[config.mk]
export PLATFORM = sky130hd
export DESIGN_NAME = spi_display_rx
export DESIGN_NICKNAME = d
export VERILOG_FILES = /design/src/rtl/spi_disp_pkg.sv /design/src/rtl/spi_byte_rx.sv /design/src/rtl/spi_display_rx.sv
export SDC_FILE = /design/constraint.sdc
export NUM_CORES = 1
export LEC_CHECK = 0
export CAP_MARGIN = 30
export CORE_ASPECT_RATIO = 1.1
export CORE_MARGIN = 3
export CORE_UTILIZATION = 55
export CTS_CLUSTER_DIAMETER = 50
export CTS_CLUSTER_SIZE = 28
export DETAILED_ROUTE_END_ITERATION = 8
export PLACE_DENSITY = 0.78
export SLEW_MARGIN = 30
export SYNTH_ARGS = -nofsm -noshare
export SYNTH_HDL_FRONTEND = slang
export SYNTH_HIERARCHICAL = 1
export SYNTH_SLANG_ARGS = --single-unit
[constraint.sdc]
create_clock -name i_clk -period 4.15 [get_ports i_clk]
set_input_delay 1.245 -clock i_clk [delete_from_list [all_inputs] [get_ports i_clk]]
set_output_delay 1.245 -clock i_clk [all_outputs]
set_load 0.01 [all_outputs]
[src/rtl/spi_disp_pkg.sv]
// Shared definitions for the SPI display link (receiver and transmit-side sequencers).
//   - Command codes of the supported ILI9341-style subset
//   - Receiver decoder state encoding
//   - Received byte payload (data + DC flag)
//   - Common RGB565 colours
package spi_disp_pkg;

  localparam logic [7:0] CMD_CASET = 8'h2A;
  localparam logic [7:0] CMD_PASET = 8'h2B;
  localparam logic [7:0] CMD_RAMWR = 8'h2C;

  localparam logic [15:0] RGB_BLACK = 16'h0000;
  localparam logic [15:0] RGB_WHITE = 16'hFFFF;
  localparam logic [15:0] RGB_RED   = 16'hF800;

  typedef enum logic [2:0] {
    ST_IDLE    = 3'd0,
    ST_CASET_P = 3'd1,
    ST_PASET_P = 3'd2,
    ST_RAMWR   = 3'd3,
    ST_IGNORE  = 3'd4
  } dec_state_e;

  typedef struct packed {
    logic [7:0] data;
    logic       dc;
  } spi_byte_t;

endpackage

[src/rtl/spi_byte_rx.sv]
// Serial-to-byte front end of the display receiver.
// Synchronizes SCK/MOSI/CS/DC into clk, qualifies SCK rising edges with CS low,
// shifts MOSI in MSB first and emits one byte per 8 qualified edges.
// Ports:
//   clk, rst_n           : system clock, async active-low reset
//   sck, mosi, cs, dc    : raw SPI pins (asynchronous to clk)
//   byte_valid           : one-cycle pulse, rx_byte holds a completed byte
//   rx_byte              : byte data plus DC captured with its last bit
//   cs_abort             : one-cycle pulse on a CS rising edge (partial byte dropped)
module spi_byte_rx
  import spi_disp_pkg::*;
(
  input  logic      clk,
  input  logic      rst_n,
  input  logic      sck,
  input  logic      mosi,
  input  logic      cs,
  input  logic      dc,
  output logic      byte_valid,
  output spi_byte_t rx_byte,
  output logic      cs_abort
);

  // [0],[1] form the two-flop synchronizer; [2] is history for edge detect
  // and keeps MOSI/DC aligned with the registered edge strobe.
  logic [2:0] sck_sync;
  logic [2:0] mosi_sync;
  logic [2:0] cs_sync;
  logic [2:0] dc_sync;

  logic       rise_q;
  logic       cs_rise_q;
  logic [6:0] shreg;
  logic [2:0] bit_cnt;

  // Synchronizers; CS resets deasserted so no edge is seen out of reset.
  always_ff @(posedge clk or negedge rst_n) begin
    if (!rst_n) begin
      sck_sync  <= 3'b000;
      mosi_sync <= 3'b000;
      cs_sync   <= 3'b111;
      dc_sync   <= 3'b000;
    end else begin
      sck_sync  <= {sck_sync[1:0], sck};
      mosi_sync <= {mosi_sync[1:0], mosi};
      cs_sync   <= {cs_sync[1:0], cs};
      dc_sync   <= {dc_sync[1:0], dc};
    end
  end

  // Registered edge strobes; aligned with mosi_sync[2]/dc_sync[2] one cycle later.
  always_ff @(posedge clk or negedge rst_n) begin
    if (!rst_n) begin
      rise_q    <= 1'b0;
      cs_rise_q <= 1'b0;
    end else begin
      rise_q    <= sck_sync[1] & ~sck_sync[2] & ~cs_sync[1];
      cs_rise_q <= cs_sync[1] & ~cs_sync[2];
    end
  end

  // Shift register and bit counter; a CS rise clears the count after any completing byte.
  always_ff @(posedge clk or negedge rst_n) begin
    if (!rst_n) begin
      shreg      <= 7'd0;
      bit_cnt    <= 3'd0;
      byte_valid <= 1'b0;
      rx_byte    <= '0;
      cs_abort   <= 1'b0;
    end else begin
      byte_valid <= 1'b0;
      cs_abort   <= cs_rise_q;
      if (rise_q) begin
        shreg <= {shreg[5:0], mosi_sync[2]};
        if (bit_cnt == 3'd7) begin
          byte_valid   <= 1'b1;
          rx_byte.data <= {shreg, mosi_sync[2]};
          rx_byte.dc   <= dc_sync[2];
          bit_cnt      <= 3'd0;
        end else begin
          bit_cnt <= 3'(bit_cnt + 3'd1);
        end
      end
      if (cs_rise_q) begin
        bit_cnt <= 3'd0;
      end
    end
  end

endmodule

[src/rtl/spi_display_rx.sv]
// SPI display-side receiver: turns the 4-wire display stream into command and
// pixel-write events for the CASET/PASET/RAMWR subset.
// Ports:
//   i_clk, i_rst               : system clock, async active-low reset
//   i_sck, i_mosi, i_cs, i_dc  : SPI pins (CS active-low, DC 0 = command)
//   o_cmd_valid, o_cmd         : pulse per command byte, last command code (held)
//   o_pix_valid                : pulse per completed RGB565 pixel
//   o_pix_x, o_pix_y           : pixel coordinates, valid with o_pix_valid
//   o_pix_color                : pixel colour, first byte in [15:8]
//   o_win_err                  : sticky, window committed with start > end
module spi_display_rx
  import spi_disp_pkg::*;
#(
  parameter int unsigned WIDTH   = 240,
  parameter int unsigned HEIGHT  = 320,
  parameter int unsigned COORD_W = 9
) (
  input  logic               i_clk,
  input  logic               i_rst,
  input  logic               i_sck,
  input  logic               i_mosi,
  input  logic               i_cs,
  input  logic               i_dc,
  output logic               o_cmd_valid,
  output logic [7:0]         o_cmd,
  output logic               o_pix_valid,
  output logic [COORD_W-1:0] o_pix_x,
  output logic [COORD_W-1:0] o_pix_y,
  output logic [15:0]        o_pix_color,
  output logic               o_win_err
);

  localparam logic [COORD_W-1:0] X_MAX = COORD_W'(WIDTH - 1);
  localparam logic [COORD_W-1:0] Y_MAX = COORD_W'(HEIGHT - 1);

  logic      byte_valid;
  spi_byte_t rx_byte;
  logic      cs_abort;

  spi_byte_rx u_byte_rx (
    .clk        (i_clk),
    .rst_n      (i_rst),
    .sck        (i_sck),
    .mosi       (i_mosi),
    .cs         (i_cs),
    .dc         (i_dc),
    .byte_valid (byte_valid),
    .rx_byte    (rx_byte),
    .cs_abort   (cs_abort)
  );

  dec_state_e         state_q, state_n;
  logic [1:0]         idx_q, idx_n;
  logic [23:0]        prm_q, prm_n;
  logic [COORD_W-1:0] xs_q, xs_n, xe_q, xe_n, ys_q, ys_n, ye_q, ye_n;
  logic [COORD_W-1:0] cx_q, cx_n, cy_q, cy_n;
  logic               half_q, half_n;
  logic [7:0]         hi_q, hi_n;

  logic               cmd_valid_n;
  logic [7:0]         cmd_n;
  logic               pix_valid_n;
  logic [COORD_W-1:0] pix_x_n, pix_y_n;
  logic [15:0]        pix_color_n;
  logic               win_err_n;

  // Window parameters as seen when the 4th byte arrives; bad range collapses to start.
  logic [15:0]        p_start_c, p_end_c;
  logic [COORD_W-1:0] w_start_c, w_end_raw_c, w_end_c;
  logic               w_bad_c;

  assign p_start_c   = prm_q[23:8];
  assign p_end_c     = {prm_q[7:0], rx_byte.data};
  assign w_start_c   = COORD_W'(p_start_c);
  assign w_end_raw_c = COORD_W'(p_end_c);
  assign w_bad_c     = (w_start_c > w_end_raw_c);
  assign w_end_c     = w_bad_c ? w_start_c : w_end_raw_c;

  // State and output registers.
  always_ff @(posedge i_clk or negedge i_rst) begin
    if (!i_rst) begin
      state_q     <= ST_IDLE;
      idx_q       <= 2'd0;
      prm_q       <= 24'd0;
      xs_q        <= '0;
      xe_q        <= X_MAX;
      ys_q        <= '0;
      ye_q        <= Y_MAX;
      cx_q        <= '0;
      cy_q        <= '0;
      half_q      <= 1'b0;
      hi_q        <= 8'd0;
      o_cmd_valid <= 1'b0;
      o_cmd       <= 8'd0;
      o_pix_valid <= 1'b0;
      o_pix_x     <= '0;
      o_pix_y     <= '0;
      o_pix_color <= RGB_BLACK;
      o_win_err   <= 1'b0;
    end else begin
      state_q     <= state_n;
      idx_q       <= idx_n;
      prm_q       <= prm_n;
      xs_q        <= xs_n;
      xe_q        <= xe_n;
      ys_q        <= ys_n;
      ye_q        <= ye_n;
      cx_q        <= cx_n;
      cy_q        <= cy_n;
      half_q      <= half_n;
      hi_q        <= hi_n;
      o_cmd_valid <= cmd_valid_n;
      o_cmd       <= cmd_n;
      o_pix_valid <= pix_valid_n;
      o_pix_x     <= pix_x_n;
      o_pix_y     <= pix_y_n;
      o_pix_color <= pix_color_n;
      o_win_err   <= win_err_n;
    end
  end

  // Command decoder, window commit and pixel cursor.
  always_comb begin
    state_n     = state_q;
    idx_n       = idx_q;
    prm_n       = prm_q;
    xs_n        = xs_q;
    xe_n        = xe_q;
    ys_n        = ys_q;
    ye_n        = ye_q;
    cx_n        = cx_q;
    cy_n        = cy_q;
    half_n      = half_q;
    hi_n        = hi_q;
    cmd_valid_n = 1'b0;
    cmd_n       = o_cmd;
    pix_valid_n = 1'b0;
    pix_x_n     = o_pix_x;
    pix_y_n     = o_pix_y;
    pix_color_n = o_pix_color;
    win_err_n   = o_win_err;

    if (byte_valid) begin
      if (!rx_byte.dc) begin
        // Any command aborts whatever was in progress.
        cmd_valid_n = 1'b1;
        cmd_n       = rx_byte.data;
        idx_n       = 2'd0;
        half_n      = 1'b0;
        case (rx_byte.data)
          CMD_CASET: state_n = ST_CASET_P;
          CMD_PASET: state_n = ST_PASET_P;
          CMD_RAMWR: begin
            state_n = ST_RAMWR;
            cx_n    = xs_q;
            cy_n    = ys_q;
          end
          default:   state_n = ST_IGNORE;
        endcase
      end else begin
        case (state_q)
          ST_CASET_P, ST_PASET_P: begin
            prm_n = {prm_q[15:0], rx_byte.data};
            if (idx_q == 2'd3) begin
              if (w_bad_c) begin
                win_err_n = 1'b1;
              end
              if (state_q == ST_CASET_P) begin
                xs_n = w_start_c;
                xe_n = w_end_c;
              end else begin
                ys_n = w_start_c;
                ye_n = w_end_c;
              end
              state_n = ST_IGNORE;
            end else begin
              idx_n = 2'(idx_q + 2'd1);
            end
          end
          ST_RAMWR: begin
            if (!half_q) begin
              hi_n   = rx_byte.data;
              half_n = 1'b1;
            end else begin
              half_n      = 1'b0;
              pix_valid_n = 1'b1;
              pix_x_n     = cx_q;
              pix_y_n     = cy_q;
              pix_color_n = {hi_q, rx_byte.data};
              // Raster advance inside the window; wraps silently at the end.
              if (cx_q == xe_q) begin
                cx_n = xs_q;
                cy_n = (cy_q == ye_q) ? ys_q : COORD_W'(cy_q + COORD_W'(1));
              end else begin
                cx_n = COORD_W'(cx_q + COORD_W'(1));
              end
            end
          end
          default: ;
        endcase
      end
    end

    // CS rise drops a pending half-pixel after any byte completing this cycle.
    if (cs_abort) begin
      half_n = 1'b0;
    end
  end

endmodule

==> out/summary.txt <==
STATUS
-------------------------------------------------------------------------------------
Run status ............................................................. finished clean

ROUTING
-------------------------------------------------------------------------------------
Total via count in the routed design ...................................        4,650
DRT Wirelength .........................................................      15.0 mm
Routed WL per cell .....................................................      18.7 um
DR iter-0 viols ........................................................          273
Remaining antenna violation count after routing ........................            0
TritonRoute pass-1 iters ...............................................            5
DRC violation count after routing ......................................            0
Vias per cell ..........................................................         5.81

PLACE
-------------------------------------------------------------------------------------
Detail Placement HPWL ..................................................      10.2 mm
RePlAce Congestion .....................................................        0.886
Quantity of I/O buffers inserted on ports ..............................           50
Area after detailed placement ..........................................   7780 sq um

LAYOUT
-------------------------------------------------------------------------------------
Synthesis-to-finish area growth ........................................        17.1%
Fraction of layout instances using a drive strength above 1 ............        25.0%
Number of inserted filler cells in the final layout ....................          926
Number of nets in the finished design ..................................          652
Number of diodes added for antenna fixing ..............................            0
Post-route cell area ...................................................   8410 sq um

SYNTHESIS
-------------------------------------------------------------------------------------
Number of flip-flops and latches in the synthesized netlist ............          165
Post-synthesis instance total ..........................................          579
Post-synthesis async set-or-reset flop share ...........................         100%
Syn avg cell area ......................................................   12.4 sq um
Syn nets ...............................................................          599
Count of synthesis-stage warnings from yosys ...........................            6
Sequential-to-total area share from yosys stat .........................        57.8%
Top flip-flop cell by instance count after synthesis ................... sky130_fd_sc_hd__dfrtp_1
Synthesized cell area ..................................................   7180 sq um
Post-synth EDFFs .......................................................            0
Unique cell type count in the Yosys netlist ............................           56

RUN
-------------------------------------------------------------------------------------
Total of max-cap violations ............................................            0

CLOCK TREE
-------------------------------------------------------------------------------------
CTS Root Cell .......................................................... sky130_fd_sc_hd__clkbuf_16
Worst skew pair latency ................................................      0.43 ns
TritonCTS buffer count .................................................           17
Number of buffers between clock root and the deepest sink ..............            2
Clock-pin slew of the registers on the worst-case setup and hold paths .      0.06 ns
CTS sink cnt ...........................................................          165
H-tree levels ..........................................................            4
Number of gates resized after CTS ......................................            0
Clock tree from TritonCTS ..............................................        built
Number of buffers added to fix hold violations after cts ...............            0
Number of buffers inserted to repair setup after CTS ...................            0

TIMING
-------------------------------------------------------------------------------------
Unrepaired setup endpoints after global routing ........................           no
Pin slew with the least headroom to its limit ..........................     0.865 ns
Total Neg Setup Slack ..................................................         0 ns
Hold Worst Slack .......................................................     0.354 ns
Fin. Hold Viols ........................................................            0
Final max-slew violation count .........................................            0
Final worst-path cycle share ...........................................        62.9%
Clock period minus worst slack .........................................      2.61 ns
Worst-case headroom to the max-slew limit ..............................        42.4%
Setup Viol. Count Final ................................................            0
Fmax ...................................................................    0.383 GHz
Worst clock skew .......................................................   0.00822 ns

GLOBAL ROUTE
-------------------------------------------------------------------------------------
Number of global-route vias before repair ..............................        4,699
Remaining Overflow, GRT ................................................            0
Met2 Use GR ............................................................        35.6%
Most used routing layer in global routing ..............................         met2
Met3 Track Usage GR ....................................................        4.61%
Tot GR Track Use .......................................................        22.6%
Number of antenna violations at the first check in global routing ......            0
Maximum number of pins on one net before global-route repair ...........           76
Global-route wire length before repair .................................      25.2 mm
GR Layer Usage met1 ....................................................        30.7%

POWER AND IR DROP
-------------------------------------------------------------------------------------
Switching share of power ...............................................        20.3%
Clock share of power ...................................................        47.4%
Gate power share .......................................................         2.1%
Internal Pwr Total .....................................................      2.65 mW
Total power divided by cell area .......................................  395 nW/um^2
Largest voltage drop on the vdd net ....................................     0.316 mV
Net switching power ....................................................     0.672 mW
Static power due to leakage ............................................      3.83 nW
Power share of the sequential group ....................................        50.4%

FLOORPLAN
-------------------------------------------------------------------------------------
Num ports ..............................................................           51
DIE AREA ............................................................... 14,500 sq um
Die H ..................................................................       126 um
Die Span X .............................................................       115 um
Number of placement rows ...............................................           43
Std-Cell Core Area ..................................................... 12,700 sq um
Starting density of the core ...........................................        56.6%

WORST SETUP PATH
-------------------------------------------------------------------------------------
Worst Setup Path Type .................................................. flip-flop to output pin
Data arrival at the endpoint of the critical path ......................      1.36 ns
Sort of element at the start of the critical path ......................    flip-flop
Cell family with the largest share of critical-path delay .............. buffers and inverters
Highest cell delay on the worst timing path ............................      0.55 ns
Critical Path, Cell by Cell ............................................ clkdlybuf4s50_1
Critical path buffer and inverter count ................................            1
Critical path peak fanout ..............................................            2
Type of element capturing the critical path ............................   output pin
Required time of the critical path .....................................      2.90 ns
Cell with the largest stage delay on the worst path .................... sky130_fd_sc_hd__clkdlybuf4s50_1

WORST HOLD PATH
-------------------------------------------------------------------------------------
Hold crit path type .................................................... flip-flop to flip-flop

## cells by family (layout without fill, tap and decap cells)
family | after synthesis | in the layout | synth area share, %
buffers and inverters | 46 | 111 | 3.36
multiplexers | 104 | 104 | 16.0
AND/OR/NAND/NOR | 130 | 130 | 9.37
flip-flops | 165 | 165 | 57.8
adder cells (fa/ha/maj) | 14 | 14 | 2.44
XOR/XNOR | 19 | 19 | 2.32
AO/OA/AOI/OAI | 101 | 101 | 8.73
## path summary, 6_finish.rpt
kind | to | cells past startpoint | start | slack (ns)
worst max-delay path | o_cmd[1] | 1 | o_cmd[1] | 1.54
worst min-delay path | u_byte_rx/sck_sync[1] | 0 | u_byte_rx/sck_sync[0] | 0.35
worst max register to register | ye_q[6] | 9 | u_byte_rx/rx_byte[2] | 1.66
worst min register to register | u_byte_rx/sck_sync[1] | 0 | u_byte_rx/sck_sync[0] | 0.35
max in group asynchronous | u_byte_rx/rx_byte[0] | 2 | i_rst | 2.53
min in group asynchronous | o_pix_y[0] | 1 | i_rst | 0.77
## area by class of cell
| cell class | count | area (sq um) | area share (%) |
|---|---|---|---|
| multi-input combinational | 368 | 2800 | 33.2 |
| clock inverter | 10 | 130 | 1.55 |
| tap | 157 | 196 | 2.34 |
| sequential | 165 | 4150 | 49.4 |
| clock buffer | 21 | 460 | 5.48 |
| timing repair buffer | 61 | 604 | 7.19 |
| inverter | 19 | 71.3 | 0.848 |
## cell usage after synthesis (all sizes together), types with 5 or more instances
| master | n | area [sq um] |
|---|---|---|
| dfrtp | 148 | 3700 |
| mux2 | 85 | 957 |
| nand2 | 47 | 186 |
| a21oi | 41 | 216 |
| o21ai | 37 | 185 |
| nor2 | 34 | 135 |
| buf | 20 | 140 |
| inv | 19 | 71.3 |
| mux2i | 19 | 190 |
| dfstp | 17 | 447 |
| xnor2 | 17 | 149 |
| ha | 14 | 175 |
| nand3 | 13 | 70.1 |
| nand4 | 8 | 50.1 |
| clkbuf | 7 | 30.0 |
| nor2b | 5 | 31.3 |
## stage by stage
step                std cells  worst slack, ns  total power [mW]  utilization (%)
floorplan                 579             2.07              1.72                -
global placement          767             1.70              1.77             61.3
detailed placement        767             1.69              1.78             61.3
CTS                       798             1.52              3.34             65.9
global route              801             1.50              3.42             66.2
finish                    801             1.54              3.32             66.2
## sequential cells by signal (all words and copies together), names as in the netlist, 7 cells and up
| register | flops |
|---|---|
| xs_q | 9 |
| o_cmd | 8 |
| prm_q | 17 |
| u_byte_rx/rx_byte | 9 |
| o_pix_y | 9 |
| xe_q | 9 |
| ye_q | 9 |
| o_pix_x | 9 |
| cx_q | 9 |
| cy_q | 9 |
| o_pix_color | 16 |
| ys_q | 9 |
| hi_q | 8 |
| u_byte_rx/shreg | 7 |
## cells in the final DEF (no fill, tap or decap), types with 2 or more instances in the layout
cell and instances:
sky130_fd_sc_hd__a21oi_1 38, sky130_fd_sc_hd__nor4_1 2, sky130_fd_sc_hd__buf_6 3, sky130_fd_sc_hd__clkdlybuf4s50_1 49, sky130_fd_sc_hd__nor3_1 3, sky130_fd_sc_hd__o21a_1 2, sky130_fd_sc_hd__inv_1 19, sky130_fd_sc_hd__bufinv_16 3
sky130_fd_sc_hd__a22o_1 2, sky130_fd_sc_hd__nand3b_1 3, sky130_fd_sc_hd__clkinvlp_4 2, sky130_fd_sc_hd__clkbuf_8 2, sky130_fd_sc_hd__nand3_1 12, sky130_fd_sc_hd__nand2b_1 4, sky130_fd_sc_hd__dfrtp_1 148, sky130_fd_sc_hd__nor2_1 33
sky130_fd_sc_hd__o21ai_0 35, sky130_fd_sc_hd__a21oi_2 3, sky130_fd_sc_hd__o21ai_1 2, sky130_fd_sc_hd__o21bai_1 2, sky130_fd_sc_hd__nand4_1 8, sky130_fd_sc_hd__a2bb2oi_2 3, sky130_fd_sc_hd__nand2_1 45, sky130_fd_sc_hd__dfstp_2 17
sky130_fd_sc_hd__ha_1 14, sky130_fd_sc_hd__xor2_1 2, sky130_fd_sc_hd__mux2i_1 19, sky130_fd_sc_hd__buf_4 8, sky130_fd_sc_hd__clkinv_2 5, sky130_fd_sc_hd__nor3b_1 2, sky130_fd_sc_hd__nor2b_1 5, sky130_fd_sc_hd__clkbuf_16 17
sky130_fd_sc_hd__clkbuf_1 2, sky130_fd_sc_hd__mux2_2 85, sky130_fd_sc_hd__o22ai_1 2, sky130_fd_sc_hd__xnor2_1 17
## per-layer routing
metal,vias to the layer above,part of all wire (%)
met5,-,0
met3,28,3.3
met2,115,50
met4,0,2.7
met1,2363,44
li1,2144,-
## power by group through the flow
stage                     Clock [mW]  Combinational, mW  Sequential [mW]
after global routing            1.66             0.0813             1.68
after CTS                       1.60             0.0752             1.67
after floorplan                    0             0.0317             1.69
after global placement             0             0.0706             1.70
after detailed placement           0             0.0750             1.70
final                           1.57             0.0713             1.67
Power figures use the tool's default switching activity.
